==> config.mk <==
export PLATFORM = sky130hd
export DESIGN_NAME = vram_write_scheduler
export DESIGN_NICKNAME = d
export VERILOG_FILES = /design/src/rtl/vram_sched_pkg.sv /design/src/rtl/vram_write_fifo.sv /design/src/rtl/vram_write_scheduler.sv
export SDC_FILE = /design/constraint.sdc
export NUM_CORES = 1
export LEC_CHECK = 0
export ABC_AREA = 0
export ABC_CLOCK_PERIOD_IN_PS = 7090
export CAP_MARGIN = 20
export CORE_ASPECT_RATIO = 0.75
export CORE_UTILIZATION = 43
export CTS_CLUSTER_SIZE = 14
export DETAILED_ROUTE_END_ITERATION = 12
export SLEW_MARGIN = 20
export SYNTH_ARGS = -nofsm -noshare
export SYNTH_HDL_FRONTEND = slang
export SYNTH_HIERARCHICAL = 1
export SYNTH_SLANG_ARGS = --single-unit
==> constraint.sdc <==
create_clock -name clk -period 7.09 [get_ports clk]
set_input_delay 1.418 -clock clk [delete_from_list [all_inputs] [get_ports clk]]
set_output_delay 1.418 -clock clk [all_outputs]
set_load 0.005 [all_outputs]
==> src/rtl/vram_sched_pkg.sv <==
// vram_sched_pkg: shared types and defaults for the VRAM write scheduler
`ifndef VRAM_ADDR_WIDTH
`define VRAM_ADDR_WIDTH 10
`endif

package vram_sched_pkg;

    localparam int DEFAULT_DEPTH      = 16;
    localparam int DEFAULT_ADDR_WIDTH = `VRAM_ADDR_WIDTH;
    localparam int DEFAULT_DATA_WIDTH = 8;

    typedef enum logic [1:0] {
        IDLE,
        SETUP,
        STROBE
    } state_t;

    typedef struct packed {
        logic [DEFAULT_ADDR_WIDTH-1:0] addr;
        logic [DEFAULT_DATA_WIDTH-1:0] data;
    } entry_t;

endpackage

==> src/rtl/vram_write_fifo.sv <==
// vram_write_fifo: synchronous FIFO of pending VRAM writes with head and next-head peek
module vram_write_fifo #(
    parameter int DEPTH = 16,
    parameter int W     = 18
) (
    input  logic                     clk,
    input  logic                     rst,
    input  logic                     push,
    input  logic                     pop,
    input  logic [W-1:0]             din,
    output logic [W-1:0]             head,
    output logic [W-1:0]             head_next,
    output logic                     full,
    output logic                     empty,
    output logic [$clog2(DEPTH):0]   count
);

    localparam int PW = $clog2(DEPTH);
    localparam int CW = PW + 1;

    logic [W-1:0]  mem [DEPTH];
    logic [PW-1:0] rd_ptr, wr_ptr;
    logic [CW-1:0] count_n;
    logic          do_push, do_pop;

    // full is sampled before any pop, so a push into a full buffer is dropped even when a pop coincides
    always_comb begin
        do_push = push && !full;
        do_pop  = pop && !empty;
        count_n = count + CW'(do_push) - CW'(do_pop);
    end

    assign head      = mem[rd_ptr];
    assign head_next = mem[rd_ptr + PW'(1)];

    // storage array needs no reset; only entries below count are ever read
    always_ff @(posedge clk) begin
        if (do_push) mem[wr_ptr] <= din;
    end

    // pointers wrap modulo DEPTH; count, full and empty update together from the same next value
    always_ff @(posedge clk) begin
        if (!rst) begin
            rd_ptr <= '0;
            wr_ptr <= '0;
            count  <= '0;
            empty  <= 1'b1;
            full   <= 1'b0;
        end else begin
            if (do_push) wr_ptr <= wr_ptr + PW'(1);
            if (do_pop) rd_ptr <= rd_ptr + PW'(1);
            count <= count_n;
            empty <= count_n == '0;
            full  <= count_n == CW'(DEPTH);
        end
    end

endmodule

==> src/rtl/vram_write_scheduler.sv <==
// vram_write_scheduler: buffers CPU VRAM writes and replays them only inside the writable window
module vram_write_scheduler
    import vram_sched_pkg::*;
#(
    parameter int DEPTH      = DEFAULT_DEPTH,
    parameter int ADDR_WIDTH = `VRAM_ADDR_WIDTH,
    parameter int DATA_WIDTH = DEFAULT_DATA_WIDTH
) (
    input  logic                    clk,
    input  logic                    rst,
    input  logic                    cpu_write,
    input  logic [ADDR_WIDTH-1:0]   cpu_address,
    input  logic [DATA_WIDTH-1:0]   cpu_data,
    input  logic                    clr_overflow,
    input  logic                    writable,
    output logic [ADDR_WIDTH-1:0]   vram_address,
    output logic [DATA_WIDTH-1:0]   vram_data,
    output logic                    vram_write_enable,
    output logic                    full,
    output logic                    empty,
    output logic [$clog2(DEPTH):0]  count,
    output logic                    overflow
);

    localparam int W  = ADDR_WIDTH + DATA_WIDTH;
    localparam int CW = $clog2(DEPTH) + 1;

    state_t       state;
    logic [W-1:0] head, head_next;

    vram_write_fifo #(
        .DEPTH (DEPTH),
        .W     (W)
    ) u_fifo (
        .clk       (clk),
        .rst       (rst),
        .push      (cpu_write),
        .pop       (state == STROBE),
        .din       ({cpu_address, cpu_data}),
        .head      (head),
        .head_next (head_next),
        .full      (full),
        .empty     (empty),
        .count     (count)
    );

    // two cycles per entry: SETUP presents address/data, STROBE commits and pops;
    // when chaining STROBE->SETUP the entry behind the head is loaded since the head pops on this edge
    always_ff @(posedge clk) begin
        if (!rst) begin
            state             <= IDLE;
            vram_address      <= '0;
            vram_data         <= '0;
            vram_write_enable <= 1'b0;
        end else begin
            case (state)
                IDLE: begin
                    if (writable && !empty) begin
                        state                     <= SETUP;
                        {vram_address, vram_data} <= head;
                    end
                end
                SETUP: begin
                    state             <= writable ? STROBE : IDLE;
                    vram_write_enable <= writable;
                end
                STROBE: begin
                    vram_write_enable <= 1'b0;
                    if (writable && count > CW'(1)) begin
                        state                     <= SETUP;
                        {vram_address, vram_data} <= head_next;
                    end else begin
                        state <= IDLE;
                    end
                end
                default: state <= IDLE;
            endcase
        end
    end

    // sticky drop flag; a dropped push outranks a simultaneous clear
    always_ff @(posedge clk) begin
        if (!rst) overflow <= 1'b0;
        else if (cpu_write && full) overflow <= 1'b1;
        else if (clr_overflow) overflow <= 1'b0;
    end

endmodule
== Word-level counts from Yosys, hierarchy flattened ==
Memories as Yosys holds them, arrays and structs flattened. A register that Yosys moved wholly into a read port is not among the register bits.
Cells that the tools add are included.
W data, S select, Z words.
Storage, ports and cells
  register bits: 37
  memory bits (writable): 288
  output and inout port bits: 27
  memories kept: 1
Operators by class
  add/sub/neg operators: 4
  magnitude comparators: 1
  equality and inequality tests: 5
  multiplexer cells: 17
  reduce and logical (&&, ||, !) cells: 13
Memories
  u_fifo.mem: depth 16, bits a word 18, read ports 2, clocked after Yosys merged registers in 1, wr ports 1, RTL line vram_write_fifo.sv:21  | logic [W-1:0] mem [DEPTH];
Operator list (count)
  $mux W10: 2
  $pmux W10 S2: 1
  $mux W8: 2
  $pmux W8 S2: 1
  $add A4 B1 Y4 const B: 2
  $mux W4: 2
  $pmux W2 S3: 1
  $reduce_bool A2 Y1: 3
  $add A5 B1 Y5: 1
  $eq A5 B5 Y1 const B: 1
  $gt A5 B1 Y1 const B: 1
  $logic_and A1 B1 Y1: 5
  $logic_not A5 Y1: 1
  $mux W1: 5
  $sub A5 B1 Y5: 1
  $mux W2: 2
  $ne A2 B2 Y1 const B: 2
  $reduce_and A3 Y1: 1
  $eq A2 B1 Y1 const B: 1
  $eq A2 B2 Y1 const B: 1
  $logic_not A1 Y1: 2
  $logic_not A2 Y1: 1
  $pmux W1 S2: 1

== Logic depth before layout (Yosys ltp) ==
  depth in word-level cells: 5
  gate-level depth with buffers: 12
  mapped depth without buffers: 11

== Cells and area by module ==
The synthesis kept the hierarchy.
Modules (own cells, without submodules)
  vram_write_fifo: instances 1, cells an instance 822, area an instance 14193.6 um^2
  vram_write_scheduler: instances 1, cells an instance 128, area an instance 1216.2 um^2

== Worst setup path after synthesis ==
OpenSTA, ideal clock, no wires.
  path type: in2reg
  start point: input port cpu_write
  end point: memory u_fifo.mem[3][0] (enable)
  library setup time: 416 ps
  arrival time: 3284 ps
  slack: 3391 ps
  cell stages on the path: 4
  path through: nor2b_1 clkbuf_1 nand2_1 nor3_1
On the way
  cells in the longest elaborated chain, start to end: 3
RTL lines
  start, declared: RTL line vram_write_scheduler.sv:11  | input logic cpu_write,
  $logic_and A1 B1 Y1: RTL line vram_write_fifo.sv:28  | do_push = push && !full;
  $mux W1: RTL line vram_write_fifo.sv:38  | if (do_push) mem[wr_ptr] <= din;
  $mux W1 (not written as such): RTL line vram_write_fifo.sv:38
  end, declared: RTL line vram_write_fifo.sv:21
Every way passes these cells.

== Final worst setup path ==
  start point: register u_fifo.rd_ptr[0]
  end point: register vram_data[6]
On the way
  cells in the longest elaborated chain, start to end: 4
RTL lines
  start, declared: RTL line vram_write_fifo.sv:22  | logic [PW-1:0] rd_ptr, wr_ptr;
  start signal, assigned: RTL line vram_write_fifo.sv:51  | if (do_pop) rd_ptr <= rd_ptr + PW'(1);
  $add A4 B1 Y4: RTL line vram_write_fifo.sv:34  | assign head_next = mem[rd_ptr + PW'(1)];
  $mem_v2 Z16 W18
  net head_next[6]: RTL line vram_write_scheduler.sv:29  | logic [W-1:0] head, head_next;
  $mux W8: RTL line vram_write_scheduler.sv:69  | if (writable && count > CW'(1)) begin
  $pmux W8 S2: RTL line vram_write_scheduler.sv:56  | case (state)
  end signal, assigned: RTL line vram_write_scheduler.sv:71  | {vram_address, vram_data} <= head_next;
  end, declared: RTL line vram_write_scheduler.sv:17  | output logic [DATA_WIDTH-1:0] vram_data,
The timed path passes the listed nets, and every way through them passes these cells. The select of a mux whose other input is x is not followed.
A chain may end at the register's enable or synchronous reset.

==> results.tsv <==
stage	metric	value	unit
sta	fmaxAchievable	235	MHz
synthesis	synth_compound_area_share	3.37	%
cells_and_area	nNetsFinal	1038	
drt	via_per_inst	5.99	
sta	clock-skew-final	10.4	ps
drt	ant_nets	0	
clocking	htree_levels	2	
sta	rsz0062_at_grt	false	
floorplanning	die_area	36600	µm²
synthesis	synth_most_common_cell	edfxtp_1	
synthesis	syn_area_per_cell	16.2	µm²
synthesis	ys_async_sr_fraction	0	%
status	violations	design-rule violations	
cells_and_area	drive_gt1_share	26.1	%
drt	wl_per_cell	25.7	µm
clocking	postCtsResizedCells	0	
synthesis	synth.largest_area_cell	edfxtp_1	
floorplanning	initial_core_util	44.0	%
synthesis	yosys_most_used_dff	edfxtp_1	
synthesis	yosysWarnings	6	
synthesis	synth_cell_types	45	
setup_path	rrSetupSlack	2830	ps
clocking	cts_tree	done	
place	gp_congestion	0.820	
synthesis	synthAdderAreaFrac	1.19	%
synthesis	ys_seq_area_share	61.4	%
global_routing	antenna_found_initial	1	
synthesis	synthTopCellsByArea	edfxtp_1 (56%), mux4_2 (18%), dfxtp_1 (5.3%)	
drt	finalWirelength	38100	µm
sta	setup_tns	0	ps
synthesis	synth_fp_nets	987	
setup_path	cp-startpoint	u_fifo/rd_ptr[0]	
sta	max_slew_margin	35.5	%
sta	setup_ws	2830	ps
place	pre_cts_ws	2680	ps
global_routing	grt_pass1_vias	8813	
synthesis	synth_area	15400	µm²
synthesis	synth_top_family_by_area	multiplexers	
synthesis	netlist.area_leader.share	56.1	%
synthesis	netlist_top_cells_count	edfxtp_1 (288), nand2_1 (170), mux4_2 (126), mux2i_1 (55), dfxtp_1 (41)	
cells_and_area	diodes	0	
clocking	clock-root-buffer	clkbuf_16	
floorplanning	die_x	221	µm
job	maxCapViolations	0	
status	status	finished, violations left	
global_routing	overflow	0	
clocking	hold_buffers	0	
setup_path	reg2regPathDepth	9	
cells_and_area	area_delta_synth_final	14.4	%
setup_path	crit_arrival	4650	ps
power	vdd.ir_drop.worst	0.197	mV
cells_and_area	fillCellCount	2915	
global_routing	grt_max_degree	73	
clocking	clkLatencyLatePin	530	ps
synthesis	synth_cells	950	
sta	hold_viol	0	
drt	dr.pass1.iters	9	
clocking	cts_sinks	329	
setup_path	cp-endpoint	vram_data[6]	
setup_path	critical_path_class	reg -> reg	
synthesis	synth_xor_xnor_area_share	0.909	%
setup_path	path_max_fanout	24	
floorplanning	die_y	166	µm
floorplanning	core_area	35000	µm²
setup_path	worstReg2RegEnd	vram_data[6]	
setup_path	rr_startpoint	u_fifo/rd_ptr[0]	
clocking	cts_buffer_depth	3	
clocking	path_clk_slew	60	ps
clocking	cts_buffers	35	
global_routing	grt_pass1_wl	57200	µm
synthesis	ys_ff_latch	329	
setup_path	endpoint_kind	register	
drt	drtIter0Drc	886	
sta	finalCriticalPeriod	4260	ps
sta	finalCritPeriodShare	60.1	%
min_path	hp-class	reg -> reg	
place	place_hpwl	23000	µm
synthesis	muxShareOfSynthArea	23.3	%
power	power.leakage	5.61	nW
sta	report.final.slew_viol_count	0	
place	port_buffers	49	
synthesis	synth_edf_count	288	
synthesis	synthSimpleGateAreaFrac	7.39	%
setup_path	cp-start-kind	register	
drt	drc	8	
power	power-per-cell-area	270	nW/µm²
drt	vias	8872	
global_routing	grt_usage	21.5	%
setup_path	worstPathRequired	7480	ps
sta	setup_viol	0	
floorplanning	ios	50	
sta	tightest_slew	967	ps
clocking	postCtsSetupBuffers	0	
floorplanning	num_rows	59	
## critical path, stage by stage (launching register included)
cell and delay [ps]:
dfxtp_2 840, ha_2 830, buf_4 440, nor2b_1 730, buf_4 370, nand3_1 110
a32o_1 260, mux2_2 350, nand2_1 90, mux2i_1 80
## cells by family after synthesis
| family | after synthesis |
|---|---|
| flip-flops | 329 |
| AND/OR/NAND/NOR | 267 |
| multiplexers | 199 |
| buffers and inverters | 77 |
| AO/OA/AOI/OAI | 51 |
| adder cells (fa/ha/maj) | 14 |
| XOR/XNOR | 13 |
## through the flow
step	power (W)	cell area (µm²)	hold slack (ps)	utilization, %	instances
finish	0.00477	17600	460	50.4	1481
global route	0.00495	17600	492	50.4	1481
floorplan	0.00270	15400	454	-	950
detailed placement	0.00295	16500	452	47.0	1420
CTS	0.00481	17600	464	50.3	1480
global placement	0.00295	16500	445	47.0	1420
## sequential cells by signal (all words and copies together) (netlist names), 2 cells and up, named ones only
register       flops
u_fifo/rd_ptr      4
u_fifo/count       5
vram_address      10
u_fifo/mem       288
vram_data          8
u_fifo/wr_ptr      4
state              2
## per-layer routing
layer	vias up	part of all wire [%]	global-route usage [%]	routed length, µm
met5	-	0	0	0
met4	0	1.7	4.73	648
met3	46	7.7	3.85	2930
met2	365	44	31.2	16700
met1	4603	47	33.7	17800
li1	3858	-	-	-
## worst min-delay path by stage
stage | depth (start not counted) | to | start | slack, ps
final | 2 | vram_data[4] | vram_data[4] | 460
after global routing | 2 | vram_data[4] | vram_data[4] | 490
after CTS | 2 | vram_address[4] | vram_address[4] | 460
after detailed placement | 2 | vram_data[4] | vram_data[4] | 450
after global placement | 2 | vram_address[1] | vram_address[1] | 440
after floorplan | 2 | vram_address[0] | vram_address[0] | 450
## power by group
group          internal (W)  switching, W
clock               0.00111      0.000735
combinational      0.000318      0.000320
sequential          0.00221     0.0000650
## placed cells by master, fill, tap and decap left out, types with 5 or more instances in the layout
| cell | instances |
|---|---|
| a221oi_1 | 7 |
| a221oi_2 | 11 |
| a32o_1 | 18 |
| buf_4 | 31 |
| clkbuf_1 | 5 |
| clkbuf_16 | 37 |
| clkdlybuf4s50_1 | 48 |
| clkinv_2 | 6 |
| dfxtp_1 | 38 |
| edfxtp_1 | 288 |
| ha_1 | 12 |
| inv_1 | 10 |
| mux2_2 | 18 |
| mux2i_1 | 55 |
| mux4_2 | 126 |
| nand2_1 | 170 |
| nand2b_1 | 5 |
| nand3_1 | 38 |
| nor2_1 | 15 |
| nor2_2 | 12 |
| nor2b_1 | 6 |
| xor2_1 | 6 |
## cell type report
class | count | area, µm² | share of cell area (%)
multi-input combinational | 544 | 5650 | 32.0
clock inverter | 16 | 181 | 1.03
inverter | 10 | 37.5 | 0.213
timing repair buffer | 81 | 746 | 4.23
clock buffer | 44 | 972 | 5.51
tap | 457 | 572 | 3.24
sequential | 329 | 9480 | 53.8
(Power assumes the default switching activity.)
